===== src/rtl/ub_pkg.sv =====
// ============================================================================
// Module  : ub_pkg
// Purpose : Shared types, read-engine states and helpers for the unified buffer.
// Revision: 1.0 - initial release
// ============================================================================
`default_nettype none

package ub_pkg;

    localparam int UB_DEFAULT_DATA_WIDTH = 16;
    localparam int UB_MAX_LANES          = 8;

    typedef logic [UB_DEFAULT_DATA_WIDTH-1:0] ub_data_t;

    typedef enum logic [1:0] {
        IDLE  = 2'd0,
        READ  = 2'd1,
        DRAIN = 2'd2
    } ub_rd_state_e;

    function automatic logic [3:0] popcount(input logic [UB_MAX_LANES-1:0] v);
        logic [3:0] n;
        n = '0;
        for (int i = 0; i < UB_MAX_LANES; i++) begin
            n = n + {3'b000, v[i]};
        end
        return n;
    endfunction

endpackage

`default_nettype wire


===== src/rtl/ub_lane_skew.sv =====
// ============================================================================
// Module  : ub_lane_skew
// Purpose : Per-lane delay line of LANE_IDX cycles with bypass (systolic skew).
// Revision: 1.0 - initial release
// ============================================================================
`default_nettype none

module ub_lane_skew #(
    parameter int DATA_WIDTH = 16,
    parameter int LANE_IDX   = 0
) (
    input  logic                  clk,
    input  logic                  rst,
    input  logic                  i_bypass,
    input  logic [DATA_WIDTH-1:0] i_data,
    input  logic                  i_valid,
    output logic [DATA_WIDTH-1:0] o_data,
    output logic                  o_valid
);

    generate
        if (LANE_IDX == 0) begin : g_wire
            logic w_unused;
            assign w_unused = &{1'b0, clk, rst, i_bypass};
            assign o_data   = i_data;
            assign o_valid  = i_valid;
        end else begin : g_delay
            logic [DATA_WIDTH-1:0] r_data  [LANE_IDX];
            logic                  r_valid [LANE_IDX];

            always_ff @(posedge clk) begin
                if (rst) begin
                    for (int k = 0; k < LANE_IDX; k++) begin
                        r_data[k]  <= '0;
                        r_valid[k] <= 1'b0;
                    end
                end else begin
                    r_data[0]  <= i_data;
                    r_valid[0] <= i_valid;
                    for (int k = 1; k < LANE_IDX; k++) begin
                        r_data[k]  <= r_data[k-1];
                        r_valid[k] <= r_valid[k-1];
                    end
                end
            end

            assign o_data  = i_bypass ? i_data  : r_data[LANE_IDX-1];
            assign o_valid = i_bypass ? i_valid : r_valid[LANE_IDX-1];
        end
    endgenerate

endmodule

`default_nettype wire


===== src/rtl/unified_buffer_mp.sv =====
// ============================================================================
// Module  : unified_buffer_mp
// Purpose : Multi-lane unified buffer: compacting write port, burst read engine.
// Revision: 1.0 - initial release
// ============================================================================
`default_nettype none

module unified_buffer_mp
    import ub_pkg::*;
#(
    parameter int DATA_WIDTH = UB_DEFAULT_DATA_WIDTH,
    parameter int DEPTH      = 64,
    parameter int NUM_LANES  = 2,
    parameter int ADDR_WIDTH = $clog2(DEPTH)
) (
    input  logic                            clk,
    input  logic                            rst,
    input  logic                            ub_wr_start_in,
    input  logic [ADDR_WIDTH-1:0]           ub_wr_addr_in,
    input  logic [NUM_LANES*DATA_WIDTH-1:0] ub_wr_data_in,
    input  logic [NUM_LANES-1:0]            ub_wr_valid_in,
    output logic [ADDR_WIDTH-1:0]           ub_wr_ptr_out,
    input  logic                            ub_rd_start_in,
    input  logic [ADDR_WIDTH-1:0]           ub_rd_addr_in,
    input  logic [ADDR_WIDTH:0]             ub_rd_count_in,
    input  logic                            ub_rd_stagger_in,
    output logic [NUM_LANES*DATA_WIDTH-1:0] ub_rd_data_out,
    output logic [NUM_LANES-1:0]            ub_rd_valid_out,
    output logic                            ub_rd_busy_out,
    output logic                            ub_rd_done_out
);

    localparam int CW = ADDR_WIDTH + 1;

    logic [DATA_WIDTH-1:0] r_mem [DEPTH];

    logic [ADDR_WIDTH-1:0] r_wr_ptr;
    logic [ADDR_WIDTH-1:0] w_wr_base;
    logic [ADDR_WIDTH-1:0] w_wr_addr [NUM_LANES];
    logic [ADDR_WIDTH-1:0] w_wr_ptr_nxt;
    logic [3:0]            w_wr_cnt;

    // Each valid lane lands at base + number of valid lanes below it.
    always_comb begin
        w_wr_base = ub_wr_start_in ? ub_wr_addr_in : r_wr_ptr;
        w_wr_cnt  = '0;
        for (int i = 0; i < NUM_LANES; i++) begin
            w_wr_addr[i] = w_wr_base + ADDR_WIDTH'(w_wr_cnt);
            w_wr_cnt     = w_wr_cnt + {3'b000, ub_wr_valid_in[i]};
        end
        w_wr_ptr_nxt = w_wr_base + ADDR_WIDTH'(popcount(UB_MAX_LANES'(ub_wr_valid_in)));
    end

    always_ff @(posedge clk) begin
        if (rst) begin
            for (int i = 0; i < DEPTH; i++) begin
                r_mem[i] <= '0;
            end
            r_wr_ptr <= '0;
        end else begin
            r_wr_ptr <= w_wr_ptr_nxt;
            for (int i = 0; i < NUM_LANES; i++) begin
                if (ub_wr_valid_in[i]) begin
                    r_mem[w_wr_addr[i]] <= ub_wr_data_in[i*DATA_WIDTH +: DATA_WIDTH];
                end
            end
        end
    end

    ub_rd_state_e                  r_state, w_state_nxt;
    logic [ADDR_WIDTH-1:0]         r_rd_ptr, w_rd_ptr;
    logic [CW-1:0]                 r_rem, w_rem, w_take, w_rem_nxt;
    logic                          r_stagger, w_stagger;
    logic [3:0]                    r_drain_cnt;
    logic                          w_accept, w_beat, w_last_beat, w_use_drain;
    logic                          w_drain_done, w_done_nxt;
    logic [NUM_LANES*DATA_WIDTH-1:0] w_rd_data, r_beat_data;
    logic [NUM_LANES-1:0]          w_lane_valid, r_beat_valid;
    logic                          r_busy, r_done;

    // The accepting edge already registers the first beat, giving 1-cycle latency.
    always_comb begin
        w_accept     = (r_state == IDLE) & ub_rd_start_in;
        w_rd_ptr     = (r_state == IDLE) ? ub_rd_addr_in    : r_rd_ptr;
        w_rem        = (r_state == IDLE) ? ub_rd_count_in   : r_rem;
        w_stagger    = (r_state == IDLE) ? ub_rd_stagger_in : r_stagger;
        w_beat       = (r_state == READ) | (w_accept & (ub_rd_count_in != '0));
        w_take       = (w_rem < CW'(NUM_LANES)) ? w_rem : CW'(NUM_LANES);
        w_rem_nxt    = w_rem - w_take;
        w_last_beat  = w_beat & (w_rem_nxt == '0);
        w_use_drain  = w_stagger & (NUM_LANES > 1);
        w_drain_done = (r_state == DRAIN) & (r_drain_cnt == '0);
        w_done_nxt   = (w_accept & (ub_rd_count_in == '0))
                     | (w_last_beat & ~w_use_drain) | w_drain_done;
        w_rd_data    = '0;
        w_lane_valid = '0;
        for (int i = 0; i < NUM_LANES; i++) begin
            w_rd_data[i*DATA_WIDTH +: DATA_WIDTH] = r_mem[w_rd_ptr + ADDR_WIDTH'(i)];
            w_lane_valid[i] = (CW'(i) < w_rem);
        end

        w_state_nxt = r_state;
        case (r_state)
            IDLE:    if (w_beat) w_state_nxt = w_last_beat ? (w_use_drain ? DRAIN : IDLE) : READ;
            READ:    if (w_last_beat) w_state_nxt = w_use_drain ? DRAIN : IDLE;
            DRAIN:   if (w_drain_done) w_state_nxt = IDLE;
            default: w_state_nxt = IDLE;
        endcase
    end

    always_ff @(posedge clk) begin
        if (rst) r_state <= IDLE;
        else     r_state <= w_state_nxt;
    end

    always_ff @(posedge clk) begin
        if (rst) begin
            r_rd_ptr     <= '0;
            r_rem        <= '0;
            r_stagger    <= 1'b0;
            r_drain_cnt  <= '0;
            r_beat_data  <= '0;
            r_beat_valid <= '0;
            r_busy       <= 1'b0;
            r_done       <= 1'b0;
        end else begin
            if (w_accept) r_stagger <= ub_rd_stagger_in;
            if (w_beat) begin
                r_rd_ptr    <= w_rd_ptr + ADDR_WIDTH'(NUM_LANES);
                r_rem       <= w_rem_nxt;
                r_beat_data <= w_rd_data;
            end
            r_drain_cnt  <= (r_state == DRAIN) ? r_drain_cnt - 4'd1 : 4'(NUM_LANES - 2);
            r_beat_valid <= w_beat ? w_lane_valid : '0;
            r_busy       <= w_beat | (r_state == DRAIN);
            r_done       <= w_done_nxt;
        end
    end

    generate
        for (genvar g = 0; g < NUM_LANES; g++) begin : g_lane
            ub_lane_skew #(
                .DATA_WIDTH (DATA_WIDTH),
                .LANE_IDX   (g)
            ) u_skew (
                .clk      (clk),
                .rst      (rst),
                .i_bypass (~r_stagger),
                .i_data   (r_beat_data[g*DATA_WIDTH +: DATA_WIDTH]),
                .i_valid  (r_beat_valid[g]),
                .o_data   (ub_rd_data_out[g*DATA_WIDTH +: DATA_WIDTH]),
                .o_valid  (ub_rd_valid_out[g])
            );
        end
    endgenerate

    assign ub_wr_ptr_out  = r_wr_ptr;
    assign ub_rd_busy_out = r_busy;
    assign ub_rd_done_out = r_done;

endmodule

`default_nettype wire

===== config.mk =====
export PLATFORM = sky130hd
export DESIGN_NAME = unified_buffer_mp
export DESIGN_NICKNAME = d
export VERILOG_FILES = /design/src/rtl/ub_pkg.sv /design/src/rtl/ub_lane_skew.sv /design/src/rtl/unified_buffer_mp.sv
export SDC_FILE = /design/constraint.sdc
export NUM_CORES = 2
export LEC_CHECK = 0
export BUFFER_PORTS_ARGS = -buffer_cell sky130_fd_sc_hd__buf_2
export CAP_MARGIN = 10
export CORE_MARGIN = 2
export CORE_UTILIZATION = 35
export CTS_CLUSTER_DIAMETER = 100
export DETAILED_ROUTE_END_ITERATION = 7
export SYNTH_ARGS = -nofsm -noshare
export SYNTH_HDL_FRONTEND = slang
export SYNTH_SLANG_ARGS = --single-unit

===== constraint.sdc =====
create_clock -name clk -period 5.2 [get_ports clk]
set_input_delay 0.78 -clock clk [delete_from_list [all_inputs] [get_ports clk]]
set_output_delay 0.78 -clock clk [all_outputs]
set_load 0.01 [all_outputs]

# == After elaboration in Yosys (flattened, before gate mapping) ==
# Memories as Yosys holds them, arrays and structs flattened. A register that Yosys moved wholly into a read port is not among the register bits.
# Cells that the tools add are included.
# classes
add_sub_neg,7
n_lt_le_gt_ge,3
n_eq_ne,5
n_mux,32
n_bitwise,13
reduce_logical,12
# op_table
cell,count
$mux W16,4
$reduce_or A16 Y1,3
$mux W6,4
$mux W1,16
$logic_not A7 Y1,2
$lt A1 B7 Y1 const A,2
$mux W7,2
$mux W2,5
$lt A7 B2 Y1 const B,1
$reduce_bool A7 Y1,1
$sub A7 B7 Y7,1
$add A6 B1 Y6,1
$add A6 B1 Y6 const B,1
$add A6 B2 Y6,1
$add A6 B2 Y6 const B,1
$and A1 B1 Y1,6
$ne A2 B2 Y1 const B,3
$pmux W2 S3,1
$logic_not A4 Y1,1
$or A1 B1 Y1,4
$reduce_or A2 Y1,2
$sub A4 B1 Y4 const B,1
$not A1 Y1,3
$reduce_and A3 Y1,1
5 further kinds,5
# totals
regBits,30
ram_bits,1041
in_bits,58
out_inout_bits,42
word_cells,84
memories,3
# mem_list
name,depth,width,rd,rd_clocked_by_memory_dff,wr,line_no,source
r_mem,64,16,2,2,64,unified_buffer_mp.sv:35,logic [DATA_WIDTH-1:0] r_mem [DEPTH];
g_lane[1].u_skew.g_delay.r_data,1,16,1,0,1,ub_lane_skew.sv:28,logic [DATA_WIDTH-1:0] r_data [LANE_IDX];
g_lane[1].u_skew.g_delay.r_valid,1,1,1,0,1,ub_lane_skew.sv:29,logic r_valid [LANE_IDX];

# == Depth between registers and ports, before layout ==
# depth
ltp_word,10
mapped_depth,20

# == Modules after synthesis ==
# Synthesis repeated with hierarchy kept, for this count alone.
# hier_totals
cells_unflattened,7431
area_unflattened_um2,67258.3
# modules_own_cells
module,instances,cells_per_inst,area_per_inst_um2,seq_area_each_um2
unified_buffer_mp,1,7360,66418.7,31990.7
ub_lane_skew (g_lane[1].u_skew),1,54,711.9,340.3
ub_lane_skew (g_lane[0].u_skew),1,17,127.6,0.0

# == Worst setup path before layout ==
# Ideal clock, no wire load.
# synth_path
kind,input to register
start,input ub_rd_addr_in[0]
end,"register r_beat_data[29], read port of r_mem"
setup_ns,0.091
arrival_ns,3.883
slack_ns,1.226
stages,17
cell_sequence,nor3b_2 -> nor2_2 -> inv_2 -> buf_4 -> buf_6 -> buf_4 -> buf_2 -> buf_2 -> ha_1 -> or3_1 -> buf_2 -> and2_1 -> buf_2 -> mux2i_1 -> a2111oi_0 -> a22oi_1 -> a311oi_1
# synth_between
elab_chain_len,2
# synth_rtl
element,line_no,source
start: declaration,unified_buffer_mp.sv:24,"input logic [ADDR_WIDTH-1:0] ub_rd_addr_in,"
$mux W6,unified_buffer_mp.sv:84,w_rd_ptr = (r_state == IDLE) ? ub_rd_addr_in : r_rd_ptr;
named net w_rd_ptr[0],unified_buffer_mp.sv:71,"logic [ADDR_WIDTH-1:0] r_rd_ptr, w_rd_ptr;"
$add A6 B1 Y6,unified_buffer_mp.sv:98,w_rd_data[i*DATA_WIDTH +: DATA_WIDTH] = r_mem[w_rd_ptr + ADDR_WIDTH'(i)];
end: declaration,unified_buffer_mp.sv:77,"logic [NUM_LANES*DATA_WIDTH-1:0] w_rd_data, r_beat_data;"
# The timed path passes the listed nets, and every way through them passes these cells.
# A chain may end at the register's enable or synchronous reset.

# == Worst setup path after layout ==
# layout_path
start,register r_state[1]
end,"register r_beat_data[31], read port of r_mem"
# layout_between
elab_chain_len,4
# layout_rtl
element,line_no,source
start: declaration,unified_buffer_mp.sv:70,"ub_rd_state_e r_state, w_state_nxt;"
start signal: assignment,unified_buffer_mp.sv:113,else r_state <= w_state_nxt;
"parallel branches: the longest is 4 deep, another holds $add A6 B1 Y6",--,
# Parallel ways; which one is timed is not known.

==> flow_summary_export.csv <==
group,metric,value,unit
power_and_ir_drop,ir_worst_vdd,0.0003642,V
placed_design,io_buffers,99,
grt,grt_max_degree,133,
logic_synthesis,synth_edf_count,1024,
grt,grt_pass1_wl,460.7,mm
cells_and_area,drive_above_1_share,14.66,%
critical_path,ff2ff_path_depth,11,
sta,period_share,98.12,%
detailed_routing,via_per_inst,6.390,
logic_synthesis,synth_top_cell_area_share,45.10,%
floorplan,rows,161,
power_and_ir_drop,p_seq_share,40.7,%
floorplan,die_area,198300,µm²
logic_synthesis,ys.flop_type,"edfxtp_1",
cells_and_area,instances_no_fill,9851,
clock_tree,tritoncts,"done",
critical_path,path_class,"reg2reg",
placed_design,hpwl,227.7,mm
sta,slew_headroom,18.82,%
critical_path,crit_end,"r_beat_data[31]$_SDFFE_PP0P_",
floorplan,die_h,445.4,µm
power_and_ir_drop,p_int,17.35,mW
clock_tree,cts-root-buf,"clkbuf_16",
detailed_routing,first_iter_violations,11710,
floorplan,die_w,445.4,µm
min_path,hp-class,"in2reg",
logic_synthesis,synthesis.area,68180,µm²
power_and_ir_drop,leakage,25.13,nW
logic_synthesis,syn-num-nets,7468,
clock_tree,clk_latency,820,ps
critical_path,crit_required,5810,ps
power_and_ir_drop,p_switching,8.719,mW
job,drv_cap,0,
critical_path,cp.arrival,5720,ps
critical_path,rrSetupSlack,100,ps
run_status,status,"finished clean",
power_and_ir_drop,share_comb_of_total_power,22.0,%
clock_tree,htree_levels,4,
critical_path,timing.critical_path.fanout_max,33,
sta,final_hold_viol_count,0,
sta,fmax,0.1960,GHz
cells_and_area,layout_commonest_cell,"nand2_1",
detailed_routing,totalWireLength,336.5,mm
logic_synthesis,yosys-top-cells-area,"edfxtp_1 (45%), nand2_1 (15%), mux4_2 (9.2%), o21ai_0 (7.5%), mux2i_1 (3.4%)",
cells_and_area,layout_common_cells,"nand2_1 (2681), edfxtp_1 (1024), o21ai_0 (1015)",
sta,rsz0062_at_grt,"false",
critical_path,crit_path_start_kind,"register",
placed_design,dp_slack,322.7,ps
logic_synthesis,ys_warn_count,0,
clock_tree,cts-buffers-inserted,135,
placed_design,place_inst,9595,
power_and_ir_drop,powerDensity,341.9,nW/µm²
clock_tree,clk_pin_slew,50,ps
grt,antenna_found_initial,22,
cells_and_area,syn2layout_area_growth,11.82,%
sta,final.min_clock_period,5102,ps
power_and_ir_drop,power_frac_clock,37.3,%
detailed_routing,drc_errors,0,
sta,worstMarginPinSlew,1209,ps
detailed_routing,vias,62950,
sta,whs,233.4,ps
detailed_routing,firstDrtPassIters,8,
clock_tree,cts_buffer_depth,3,
grt,grt-ovfl-total,0,
grt,grt_pass1_vias,56620,
grt,track_usage,32.94,%
detailed_routing,wire_per_inst,34.16,µm
detailed_routing,antenna_left,0,
cells_and_area,layout.nets,7274,
power_and_ir_drop,p_sw_share,33.45,%
floorplan,coreArea,193000,µm²
logic_synthesis,syn_area_per_cell,9.211,µm²
logic_synthesis,yosysTopAreaCell,"edfxtp_1",
clock_tree,clock_sinks,1103,
critical_path,worstSetupEndpointType,"register",
placed_design,place.gp.congestion,1.089,
logic_synthesis,ys_seq_area_share,47.42,%
logic_synthesis,synth_cell_type_count,94,
critical_path,critPathLaunch,"r_state[1]$_SDFFE_PP0P_",
clock_tree,hold_buffers,0,
floorplan,start_util,35.33,%
sta,finClkSkew,45.31,ps
critical_path,reg2reg_to,"r_beat_data[31]$_SDFFE_PP0P_",
critical_path,r2r-start,"r_state[1]$_SDFFE_PP0P_",
sta,fin_ws,97.64,ps
sta,finalSetupTns,0,ps
logic_synthesis,yosys_register_bits,1103,
logic_synthesis,async_flop_share,0,%
floorplan,ios,100,
logic_synthesis,postSynthCellCount,7402,
sta,slew_violations,0,
sta,setup_viol,0,
cell type report:
class / count / area, µm²
Inverter: 13 / 72.57
Timing Repair Buffer: 447 / 3548
Multi-Input combinational cell: 5508 / 32690
Antenna cell: 8 / 20.02
Clock buffer: 182 / 3700
Fill cell: 18690 / 116700
Sequential cell: 1103 / 32330
Clock inverter: 64 / 705.7
Tap cell: 2526 / 3161
worst max-delay path, cell delays in order (launching register included):
cell	delay, ps
dfxtp_1	910
buf_4	310
o21a_1	280
nor2_4	90
inv_8	110
ha_4	650
buf_4	360
mux4_2	340
mux2i_1	660
a32oi_1	230
a32oi_1	770
a311oi_1	130
synthesized netlist by cell type (8+ instances only):
cell type / count
mux2i_1: 230
nor3_4: 20
o21ai_0: 1015
dfxtp_1: 79
buf_1: 40
o2111ai_1: 10
buf_4: 32
nor2_1: 165
edfxtp_1: 1024
o21ai_1: 90
a211oi_1: 75
nor3_1: 28
a211o_1: 14
a21oi_1: 96
o221ai_1: 13
a32oi_1: 41
o22ai_1: 21
nand4_1: 17
nand2_1: 2682
buf_6: 12
a222oi_1: 10
and3_1: 73
a2111oi_0: 31
and2_1: 13
o211ai_1: 18
mux4_2: 277
inv_1: 10
clkbuf_2: 12
xnor2_1: 11
buf_2: 192
nand3_1: 156
clkbuf_1: 490
or3_1: 69
a31oi_1: 60
nor2b_1: 28
mux2_2: 26
nor3_2: 8
o311ai_1: 8
a311oi_1: 62
sequential cells by signal, indices dropped and copies added (netlist names), 2 cells and up:
| signal | cells |
|---|---|
| r_beat_valid | 2 |
| ub_wr_ptr_out | 6 |
| r_rem | 7 |
| r_mem | 1024 |
| r_drain_cnt | 4 |
| r_state | 2 |
| g_lane.u_skew.g_delay.r_data | 16 |
| r_rd_ptr | 6 |
| r_beat_data | 32 |
kinds of logic after synthesis:
| group | share of synthesized area (%) |
|---|---|
| flip-flops | 47.42 |
| multiplexers | 13.02 |
| buffers and inverters | 5.041 |
| AO/OA/AOI/OAI | 14.01 |
| AND/OR/NAND/NOR | 20.03 |
| adder cells (fa/ha/maj) | 0.1578 |
| XOR/XNOR | 0.3157 |
stage by stage:
step	instance area [µm²]	power, mW	util (%)
after floorplan	68180	13.42	-
after global placement	71770	16.19	37.19
after detailed placement	71770	16.19	37.19
after CTS	76180	25.73	39.47
after global routing	76220	26.37	39.50
final	76230	26.06	39.50
power by group through the flow:
stage          combinational, mW  sequential, mW  clock [mW]
4_1_cts                     5.45            10.6        9.70
3_5_place_dp                5.44            10.8           0
6_report                    5.73            10.6        9.72
3_3_place_gp                5.44            10.7           0
2_1_floorplan               2.98            10.4           0
5_1_grt                     5.73            10.6        10.0
metal layers:
metal / global-route usage [%] / wire length [µm]
met5: 0 / 169
met4: 19.37 / 24020
met3: 11.07 / 48900
met2: 47.42 / 140200
met1: 42.90 / 123300
how the worst min path moves through the flow:
stage | start | end | slack [ps] | depth (start not counted)
after floorplan | r_drain_cnt[0]$_SDFF_PP0_ | r_drain_cnt[0]$_SDFF_PP0_ | 410 | 1
after global placement | r_drain_cnt[0]$_SDFF_PP0_ | r_drain_cnt[0]$_SDFF_PP0_ | 420 | 1
after detailed placement | r_drain_cnt[0]$_SDFF_PP0_ | r_drain_cnt[0]$_SDFF_PP0_ | 450 | 1
after CTS | ub_rd_stagger_in | r_stagger$_SDFFE_PP0P_ | 210 | 3
after global routing | ub_rd_stagger_in | r_stagger$_SDFFE_PP0P_ | 260 | 3
final | ub_rd_stagger_in | r_stagger$_SDFFE_PP0P_ | 230 | 3
what timing repair did:
action,4_1_cts,5_1_grt
endpoints found under the setup margin,0,2
setup buffers,0,1
gates resized for setup,0,1
Note: power is estimated with default switching activity, not from simulation.
